$ cat src/rtl/alu_arbiter.sv
// Two-requester front end for one shared combinational ALU, round-robin on contention.
// Latency: accept to rsp valid is 1 cycle. Backpressure: while a result is held and not taken, no request is accepted.
module alu_arbiter #(
    parameter int WIDTH   = 32,
    parameter int RR_INIT = 0
) (
    input  logic             clk,
    input  logic             rst_n,

    input  logic             req0_valid,
    output logic             req0_ready,
    input  logic [WIDTH-1:0] req0_a,
    input  logic [WIDTH-1:0] req0_b,
    input  logic [3:0]       req0_ctrl,

    input  logic             req1_valid,
    output logic             req1_ready,
    input  logic [WIDTH-1:0] req1_a,
    input  logic [WIDTH-1:0] req1_b,
    input  logic [3:0]       req1_ctrl,

    output logic             rsp0_valid,
    input  logic             rsp0_ready,
    output logic             rsp1_valid,
    input  logic             rsp1_ready,
    output logic [WIDTH-1:0] rsp_data,

    output logic [WIDTH-1:0] alu_a,
    output logic [WIDTH-1:0] alu_b,
    output logic [3:0]       alu_ctrl,
    input  logic [WIDTH-1:0] alu_rd
);

    typedef enum logic {IDLE, HOLD} state_e;

    localparam logic PRIO_RST = (RR_INIT != 0);

    state_e           state_q, state_d;
    logic             owner_q, owner_d;
    logic             prio_q, prio_d;
    logic [WIDTH-1:0] rsp_data_q, rsp_data_d;

    logic rsp_hs;
    logic slot;
    logic win;
    logic accept;
    logic sel;

    // Only the owner's rsp_ready can open a slot; the other requester's is ignored.
    assign rsp_hs = (state_q == HOLD) && (owner_q ? rsp1_ready : rsp0_ready);
    assign slot   = (state_q == IDLE) || rsp_hs;
    assign win    = (req0_valid && req1_valid) ? prio_q : req1_valid;
    assign accept = slot && (req0_valid || req1_valid);

    assign req0_ready = accept && !win;
    assign req1_ready = accept && win;

    assign sel      = accept ? win : prio_q;
    assign alu_a    = sel ? req1_a    : req0_a;
    assign alu_b    = sel ? req1_b    : req0_b;
    assign alu_ctrl = sel ? req1_ctrl : req0_ctrl;

    assign rsp0_valid = (state_q == HOLD) && !owner_q;
    assign rsp1_valid = (state_q == HOLD) && owner_q;
    assign rsp_data   = rsp_data_q;

    always_comb begin
        state_d    = state_q;
        owner_d    = owner_q;
        prio_d     = prio_q;
        rsp_data_d = rsp_data_q;
        if (accept) begin
            state_d    = HOLD;
            owner_d    = win;
            prio_d     = !win;
            rsp_data_d = alu_rd;
        end else if (rsp_hs) begin
            state_d = IDLE;
        end
    end

    always_ff @(posedge clk or negedge rst_n) begin
        if (!rst_n) begin
            state_q    <= IDLE;
            owner_q    <= 1'b0;
            prio_q     <= PRIO_RST;
            rsp_data_q <= '0;
        end else begin
            state_q    <= state_d;
            owner_q    <= owner_d;
            prio_q     <= prio_d;
            rsp_data_q <= rsp_data_d;
        end
    end

endmodule

$ cat config.mk
export PLATFORM = sky130hd
export DESIGN_NAME = alu_arbiter
export DESIGN_NICKNAME = d
export VERILOG_FILES = /design/src/rtl/alu_arbiter.sv
export SDC_FILE = /design/constraint.sdc
export NUM_CORES = 1
export LEC_CHECK = 0
export CAP_MARGIN = 25
export CORE_MARGIN = 4
export CORE_UTILIZATION = 26
export CTS_CLUSTER_SIZE = 40
export DETAILED_ROUTE_END_ITERATION = 10
export MAX_ROUTING_LAYER = met4
export PLACE_DENSITY = 0.65
export SLEW_MARGIN = 25
export SYNTH_ARGS = -nofsm -noshare
export SYNTH_HDL_FRONTEND = slang
export SYNTH_SLANG_ARGS = --single-unit
$ cat constraint.sdc
create_clock -name clk -period 2.66 [get_ports clk]
set_clock_uncertainty 0.05 [all_clocks]
set_input_delay 0.266 -clock clk [delete_from_list [all_inputs] [get_ports clk]]
set_output_delay 0.266 -clock clk [all_outputs]
set_load 0.005 [all_outputs]
==> flow_summary.yaml, run 1 <==
pwr:
  p_per_area_nw_per_um2: 692
  vdd_drop_max_mv: 0.480
  design_power_total_mw: 5.43
  power_leakage_nw: 2.85
floorplan:
  core_um2: 15900
  start_util_pct: 26.6
  dieArea_um2: 18400
  die_x_um: 136
  rows: 46
  ios: 278
  fp.dieH_um: 136
clocking:
  path_clk_slew_ns: 0.05
  cts.root.buffer_cell: "clkbuf_16"
  cts_max_level: 2
  cts_tree: "done"
  holdBufCountCts: 0
  cts.sinks: 35
  clk_latency_ns: 0.28
  cts_inserted_buffers: 5
  cts_buffer_depth: 2
placement:
  portBuffers: 277
  dpl-instance-area_um2: 7420
  hpwl_mm: 14.3
  gp_congestion: 0.857
  dp.cells: 963
cells_and_area:
  utilization_pct: 49.2
  fillers: 1473
  postLayoutCellArea_um2: 7850
  fin_cells: 979
  nets: 935
  area_growth_pct: 84.9
  drive_gt1_share_pct: 18.6
routing:
  firstDrtPassIters: 5
  vias: 5811
  drt-total-wl_mm: 20.0
  avgViaCountPerCell: 5.94
  drc: 0
  wl_per_cell_um: 20.4
  antenna_left: 0
  first_iter_violations: 371
worst_hold_path:
  hold_class: "primary input to async pin"
logic_synthesis:
  avgSynthCellArea_um2: 8.56
  yosysUniqueCellTypes: 25
  ys_warn_count: 0
  seq_area_frac_synth_pct: 20.6
  synth_area_um2: 4240
  ys_seq_elements: 35
  syn-num-nets: 670
  syn_inst: 496
timing:
  hold_violations: 0
  finalSetupViolCount: 0
  period_minus_slack_ns: 2.59
  worst_pin_slew_ns: 0.493
  hold_slack_ns: 0.344
  timing.fmax_mhz: 386
  max_slew_margin_pct: 67.1
  slew_violations: 0
  timing.final.crit_share_pct: 97.4
status:
  status: "completed"
worst_setup_path:
  cp-start-kind: "flip-flop"
  critPathArrivalTime_ns: 2.28
  crit_path_end_kind: "output port"
  crit_slowest_cell: "clkdlybuf4s50_1"
  path_class: "flip-flop to output port"
  worstPathCellList: "mux2_2 -> clkbuf_16 -> a221oi_1 -> clkdlybuf4s50_1"
  required_ns: 2.34
  slowest_delay_ns: 0.57
  cp_max_fo: 24
global_route:
  grtUsageTotal_pct: 20.3
  grt_pass1_wl_mm: 30.0
  grt.overflow.total: 0
  antenna_found_initial: 1
  grt_pass1_vias: 5893
  grt_max_degree: 49
run:
  drv_cap: 0
==> cell usage in the layout, fill, tap and decap left out, drive strengths merged <==
cell             n
and3             1
dfrtp           35
nand2b           2
nand2            3
a221oi          68
clkinvlp         1
o22ai          136
a21boi           1
nor2b            1
a211oi          68
dlygate4sd2      6
and2            69
inv              1
clkbuf           7
buf             49
dlymetal6s2s    15
mux2            34
nor2             2
clkdlybuf4s50  256
a2bb2oi          2
mux2i            1
clkinv           1
diode            1
o21bai           1
a21oi            2
==> metal layers <==
| layer | vias to the layer above | global-route usage, % | wire (um) |
|---|---|---|---|
| met5 | - | - | 0 |
| li1 | 2651 | - | - |
| met4 | 0 | 5.88 | 479 |
| met3 | 47 | 5.05 | 1760 |
| met2 | 315 | 34.9 | 9800 |
| met1 | 2798 | 23.5 | 7930 |
==> cell usage after synthesis <==
library cell | instances | area share, %
inv_2 | 1 | 0.088
buf_4 | 10 | 1.8
a221oi_2 | 20 | 7.1
mux2_1 | 1 | 0.27
nand2b_1 | 2 | 0.29
and2_1 | 69 | 10
a221oi_1 | 48 | 9.9
a21oi_2 | 1 | 0.21
a21oi_1 | 1 | 0.12
o22ai_1 | 136 | 20
clkbuf_1 | 28 | 2.5
nand2_1 | 3 | 0.27
nor2b_1 | 1 | 0.15
and3_1 | 1 | 0.15
buf_1 | 2 | 0.18
dfrtp_1 | 35 | 21
o21bai_1 | 1 | 0.18
a21boi_1 | 1 | 0.18
a2bb2oi_4 | 2 | 1.2
buf_6 | 1 | 0.27
a211oi_1 | 68 | 12
mux2i_1 | 1 | 0.24
mux2_2 | 32 | 8.5
buf_2 | 29 | 3.4
nor2_1 | 2 | 0.18
==> logic make-up after synthesis <==
group           share of synthesized area (%)
simple gates                             11.2
buf+inv                                  8.20
mux                                      8.99
flops                                    20.6
compound gates                           51.0
==> worst paths after layout <==
check | startpoint | to | slack (ns) | cells after the start
max in group asynchronous | rst_n | prio_q | 1.89 | 2
setup reg to reg | state_q | rsp_data[1] | 0.85 | 4
hold / removal | rst_n | rsp_data[25] | 0.34 | 2
hold reg to reg | rsp_data[29] | rsp_data[29] | 0.45 | 1
min in group clk | rsp_data[29] | rsp_data[29] | 0.45 | 1
setup / recovery | owner_q | alu_a[14] | 0.07 | 4
==> per-stage QoR <==
stage / setup WS (ns) / TNS (ns)
2_1_floorplan: 0.893 / 0
3_3_place_gp: -0.195 / -2.72
3_5_place_dp: -0.177 / -4.55
6_report: 0.0682 / 0
4_1_cts: 0.000939 / 0
5_1_grt: -0.0000802 / -0.0000802
==> cell type report <==
type | count | area [um2] | area share [%]
clock buffer | 6 | 129 | 1.64
timing repair buffer | 327 | 3370 | 42.9
tap | 216 | 270 | 3.44
sequential | 35 | 880 | 11.2
antenna | 1 | 2.50 | 0.0319
inverter | 1 | 3.75 | 0.0478
multi-input combinational | 391 | 3180 | 40.5
clock inverter | 2 | 12.5 | 0.159
==> critical path, delay by kind of cell (launching register included) <==
kind / cells / cell delay [ns]
buffers and inverters: 2 / 0.80
flip-flops: 1 / 0.43
multiplexers: 1 / 0.43
AO/OA/AOI/OAI: 1 / 0.33
==> repair_timing <==
item,in CTS,in global routing
setup buffers,4,0
setup endpoints to repair,64,40
pin swaps,2,1
resized for setup,18,36
cloned,1,2
==> report_power, final <==
group | leakage, nW | switching (mW) | internal, mW | total (mW)
registers | 0.404 | 0.105 | 0.691 | 0.796
clock network | 0.0669 | 0.214 | 0.345 | 0.559
logic | 2.38 | 1.76 | 2.31 | 4.08
==> sequential cells by signal (all words and copies together), names as in the netlist <==
signal	cells
state_q	1
owner_q	1
prio_q	1
rsp_data	32
Power figures use the tool's default switching activity.
==> inputs of run 2 (changes only) <==
--- a/config.mk
+++ b/config.mk
@@ -8,6 +8,7 @@
 export CAP_MARGIN = 25
 export CORE_MARGIN = 4
 export CORE_UTILIZATION = 26
+export CTS_BUF_LIST = sky130_fd_sc_hd__clkbuf_16
 export CTS_CLUSTER_SIZE = 40
 export DETAILED_ROUTE_END_ITERATION = 10
 export MAX_ROUTING_LAYER = met4
==> flow_summary.yaml, run 2 (synthesis results as in run 1) <==
worst_setup_path:
  cp_max_fo: 24
  worstPathCellList: "mux2_2 -> clkbuf_16 -> a221oi_1 -> clkdlybuf4s50_1"
  critPathArrivalTime_ns: 2.27
  path_depth: 4
  crit_family: "buffers and inverters"
  crit_slowest_cell: "clkdlybuf4s50_1"
  crit_path_end_kind: "output port"
  required_ns: 2.34
  crit_buf_inv: 2
  path_class: "flip-flop to output port"
  cp-start-kind: "flip-flop"
  slowest_delay_ns: 0.57
  worst_r2r_path_depth: 4
placement:
  portBuffers: 277
  hpwl_mm: 14.3
  gp_congestion: 0.857
pwr:
  p_seq_share_pct: 14.7
  p_comb_share_pct: 75.1
  power_leakage_nw: 2.86
  vdd_drop_max_mv: 0.481
  swShare_pct: 38.4
  switching_power_mw: 2.08
  p_int_mw: 3.34
  power.share.clock_pct: 10.2
  p_per_area_nw_per_um2: 692
  design_power_total_mw: 5.43
global_route:
  antenna_found_initial: 1
  grt_max_degree: 49
  grtUsageTotal_pct: 20.3
  grt_pass1_wl_mm: 30.0
  grt.overflow.total: 0
  grt_pass1_vias: 5893
cells_and_area:
  fillers: 1473
  final_cell_mix: "clkdlybuf4s50_1 (256), o22ai_1 (136), and2_1 (69), a211oi_1 (56), a221oi_1 (38)"
  layout_commonest_cell: "clkdlybuf4s50_1"
  largest_reg_flops: 32
  utilization_pct: 49.2
  nets: 935
  multiInputGateArea_um2: 3180
  area_growth_pct: 84.9
  seq_area_um2: 880
  drive_gt1_share_pct: 18.6
floorplan:
  start_util_pct: 26.6
  ios: 278
  die_x_um: 136
  fp.dieH_um: 136
  dieArea_um2: 18400
  rows: 46
  core_um2: 15900
timing:
  hold_violations: 0
  max_slew_margin_pct: 67.1
  worst_pin_slew_ns: 0.494
  finalSetupViolCount: 0
  timing.final.crit_share_pct: 97.4
  slew_violations: 0
  timing.fmax_mhz: 386
  period_minus_slack_ns: 2.59
clocking:
  clk_latency_ns: 0.28
  cts_tree: "done"
  cts.root.buffer_cell: "clkbuf_16"
  cts_inserted_buffers: 5
  cts.sinks: 35
  cts_max_level: 2
  cts_buffer_depth: 2
  holdBufCountCts: 0
  path_clk_slew_ns: 0.05
routing:
  firstDrtPassIters: 6
  drt-total-wl_mm: 20.0
  drc: 0
  wl_per_cell_um: 20.4
  first_iter_violations: 371
  antenna_left: 0
  vias: 5816
  avgViaCountPerCell: 5.94
run:
  drv_cap: 0
status:
  status: "completed"
worst_hold_path:
  hold_class: "primary input to async pin"
run 2: changes by cell type in the layout (fill, tap and decap cells not counted), sizes merged:
| cell | change |
|---|---|
| inv | +1 |
| clkbuf | -1 |
run 2: worst reg2reg max path: stages, from the launching register on:
cell,delay (ns)
dfrtp_2,0.45
buf_4,0.23
a21oi_4,0.16
buf_4,0.39
mux2_2,0.41
run 2: repair_timing:
action	CTS	global route
resized for setup	18	36
endpoints found under the setup margin	64	40
buffers inserted	4	0
pin swaps	2	1
cloned	1	2
run 2: layer usage:
metal  routed length, um  share of wire [%]  vias to the layer above  global-route usage, %
met1                7920                 40                     2801                   23.5
met5                   0                  0                        -                      -
met2                9800                 49                      316                   34.9
met3                1760                8.8                       47                   5.05
met4                 479                2.4                        0                   5.88
li1                    -                  -                     2652                      -
run 2: layout make-up:
type | count | area share (%)
antenna | 1 | 0.0319
clock buffer | 5 | 1.59
clock inverter | 3 | 0.207
inverter | 1 | 0.0478
multi-input combinational | 391 | 40.5
sequential | 35 | 11.2
tap | 216 | 3.44
timing repair buffer | 327 | 42.9
run 2: stage by stage:
stage	TNS, ns	std cells	setup WS [ns]	hold slack [ns]	cell area, um2
after floorplan	0	496	0.893	-0.0796	4240
after global placement	-2.72	963	-0.195	0.439	7420
after detailed placement	-4.55	963	-0.177	0.445	7420
after CTS	0	976	0.000939	0.352	7660
after global routing	-0.0000802	979	-0.0000802	0.388	7850
final	0	979	0.0693	0.344	7850
run 2: path summary, 6_finish.rpt:
kind,start,end,slack [ns]
max in group asynchronous,rst_n,prio_q,1.89
min in group clk,rsp_data[29],rsp_data[29],0.45
min,rst_n,rsp_data[25],0.34
max reg2reg,state_q,rsp_data[1],0.85
min reg2reg,rsp_data[29],rsp_data[29],0.45
max,owner_q,alu_a[14],0.07
run 2: power by group through the flow:
stage / clock network (mW) / logic [mW] / registers, mW
floorplan: 0 / 1.83 / 0.795
global placement: 0 / 3.82 / 0.790
detailed placement: 0 / 3.90 / 0.801
CTS: 0.570 / 4.01 / 0.795
global route: 0.598 / 4.38 / 0.821
finish: 0.555 / 4.08 / 0.796
==> inputs of run 3 (changes only) <==
--- a/config.mk
+++ b/config.mk
@@ -6,13 +6,16 @@
 export NUM_CORES = 1
 export LEC_CHECK = 0
 export CAP_MARGIN = 25
+export CELL_PAD_IN_SITES_DETAIL_PLACEMENT = 0
+export CELL_PAD_IN_SITES_GLOBAL_PLACEMENT = 2
 export CORE_MARGIN = 4
-export CORE_UTILIZATION = 26
+export CORE_UTILIZATION = 21
 export CTS_BUF_LIST = sky130_fd_sc_hd__clkbuf_16
 export CTS_CLUSTER_SIZE = 40
 export DETAILED_ROUTE_END_ITERATION = 10
 export MAX_ROUTING_LAYER = met4
-export PLACE_DENSITY = 0.65
+export PLACE_DENSITY = 0.89
+export SKIP_CTS_REPAIR_TIMING = 1
 export SLEW_MARGIN = 25
 export SYNTH_ARGS = -nofsm -noshare
 export SYNTH_HDL_FRONTEND = slang
==> flow_summary.yaml, run 3 (synthesis results as in run 1) <==
global_route:
  antenna_found_initial: 1
  grt.overflow.total: 0
  grt_pass1_vias: 5462
  grtUsageTotal_pct: 16.9
  grt_pass1_wl_mm: 30.0
  grt_max_degree: 43
floorplan:
  rows: 51
  core_um2: 19700
  dieArea_um2: 22500
  start_util_pct: 21.6
  ios: 278
  fp.dieH_um: 150
  die_x_um: 150
cells_and_area:
  nets: 928
  drive_gt1_share_pct: 15.3
  seq_area_um2: 882
  multiInputGateArea_um2: 3080
  area_growth_pct: 84.5
  fillers: 2007
  largest_reg_flops: 32
  layout_commonest_cell: "clkdlybuf4s50_1"
  final_cell_mix: "clkdlybuf4s50_1 (231), o22ai_1 (136), and2_1 (69), a211oi_1 (67)"
timing:
  rsz0062_at_grt: "yes"
  finalSetupViolCount: 0
  period_minus_slack_ns: 2.59
  max_slew_margin_pct: 70.3
  slew_violations: 0
  worst_pin_slew_ns: 0.445
  hold_violations: 0
  timing.final.crit_share_pct: 97.4
  setup_ws_ns: 0.0699
  timing.fmax_mhz: 386
clocking:
  cts.root.buffer_cell: "clkbuf_16"
  cts.sinks: 35
  cts_max_level: 2
  cts_tree: "done"
  clk_latency_ns: 0.28
  path_clk_slew_ns: 0.06
  cts_inserted_buffers: 5
  cts_buffer_depth: 2
placement:
  portBuffers: 277
  hpwl_mm: 14.2
  gp_congestion: 0.754
  pre_cts_ws_ns: -0.139
worst_setup_path:
  crit_family: "buffers and inverters"
  crit_buf_inv: 3
  slowest_delay_ns: 0.56
  crit_path_end_kind: "output port"
  worstPathCellList: "clkdlybuf4s50_1 -> mux2_4 -> buf_4 -> a211oi_1 -> a221oi_2 -> clkdlybuf4s50_1"
  critPathArrivalTime_ns: 2.27
  cp_max_fo: 13
  crit_top_cell: "clkdlybuf4s50_1"
  cp-start-kind: "primary input"
  required_ns: 2.34
  crit_slowest_cell: "clkdlybuf4s50_1"
  path_class: "primary input to output port"
pwr:
  power_leakage_nw: 3.11
  vdd_drop_max_mv: 0.525
  switching_power_mw: 2.02
  swShare_pct: 38.5
  p_seq_share_pct: 15.2
  p_per_area_nw_per_um2: 672
  power.share.clock_pct: 10.5
  p_int_mw: 3.23
  design_power_total_mw: 5.26
  p_comb_share_pct: 74.3
routing:
  first_iter_violations: 268
  vias: 5583
  avgViaCountPerCell: 5.47
  antenna_left: 0
  wl_per_cell_um: 20.2
  firstDrtPassIters: 4
  drc: 0
  drt-total-wl_mm: 20.6
run:
  drv_cap: 0
status:
  status: "completed"
worst_hold_path:
  hold_class: "primary input to async pin"
-- run 3: changes by cell type in the layout (fill, tap and decap cells not counted), sizes merged --
cell,change
clkdlybuf4s50,-25
buf,-8
dlygate4sd2,-6
clkinv,-1
clkbuf,+1
dlymetal6s2s,+31
-- run 3: path summary, 6_finish.rpt --
path | from | to | slack [ns] | cells after the start
max in group asynchronous | rst_n | state_q | 1.86 | 2
min | rst_n | rsp_data[7] | 0.35 | 2
max | rsp0_ready | alu_b[20] | 0.07 | 6
max reg2reg | state_q | rsp_data[28] | 0.80 | 4
min reg2reg | rsp_data[20] | rsp_data[20] | 0.45 | 1
min in group clk | req0_valid | state_q | 0.43 | 4
-- run 3: power groups by stage --
stage | combinational [mW] | clock (mW) | sequential, mW
2_1_floorplan | 1.83 | 0 | 0.795
3_3_place_gp | 3.81 | 0 | 0.810
3_5_place_dp | 3.81 | 0 | 0.814
4_1_cts | 3.83 | 0.575 | 0.809
5_1_grt | 4.21 | 0.600 | 0.823
6_report | 3.91 | 0.555 | 0.797
-- run 3: routing by layer --
metal  vias to the layer above  part of all wire, %  global-route usage (%)
met2                       230                   47                    27.7
met1                      2711                   43                    21.3
met5                         -                    0                       -
met4                         0                  1.8                    4.07
li1                       2621                    -                       -
met3                        21                  7.5                    3.82
-- run 3: final cells by class --
type | instances | area share [%]
Inverter | 1 | 0.0479
Timing Repair Buffer | 320 | 43.4
Antenna cell | 1 | 0.0320
Sequential cell | 35 | 11.3
Tap cell | 265 | 4.23
Clock buffer | 5 | 1.60
Clock inverter | 2 | 0.144
Multi-Input combinational cell | 391 | 39.3
-- run 3: per-stage QoR --
| step | hold slack [ns] | util (%) | instance area (um2) | TNS [ns] | std cells |
|---|---|---|---|---|---|
| after floorplan | -0.0796 | - | 4240 | 0 | 496 |
| after global placement | 0.439 | 37.6 | 7390 | -2.91 | 1001 |
| after detailed placement | 0.444 | 37.6 | 7390 | -3.55 | 1001 |
| after CTS | 0.349 | 38.3 | 7520 | -4.27 | 1008 |
| after global routing | 0.391 | 39.8 | 7830 | -0.0490 | 1020 |
| final | 0.346 | 39.8 | 7830 | 0 | 1020 |
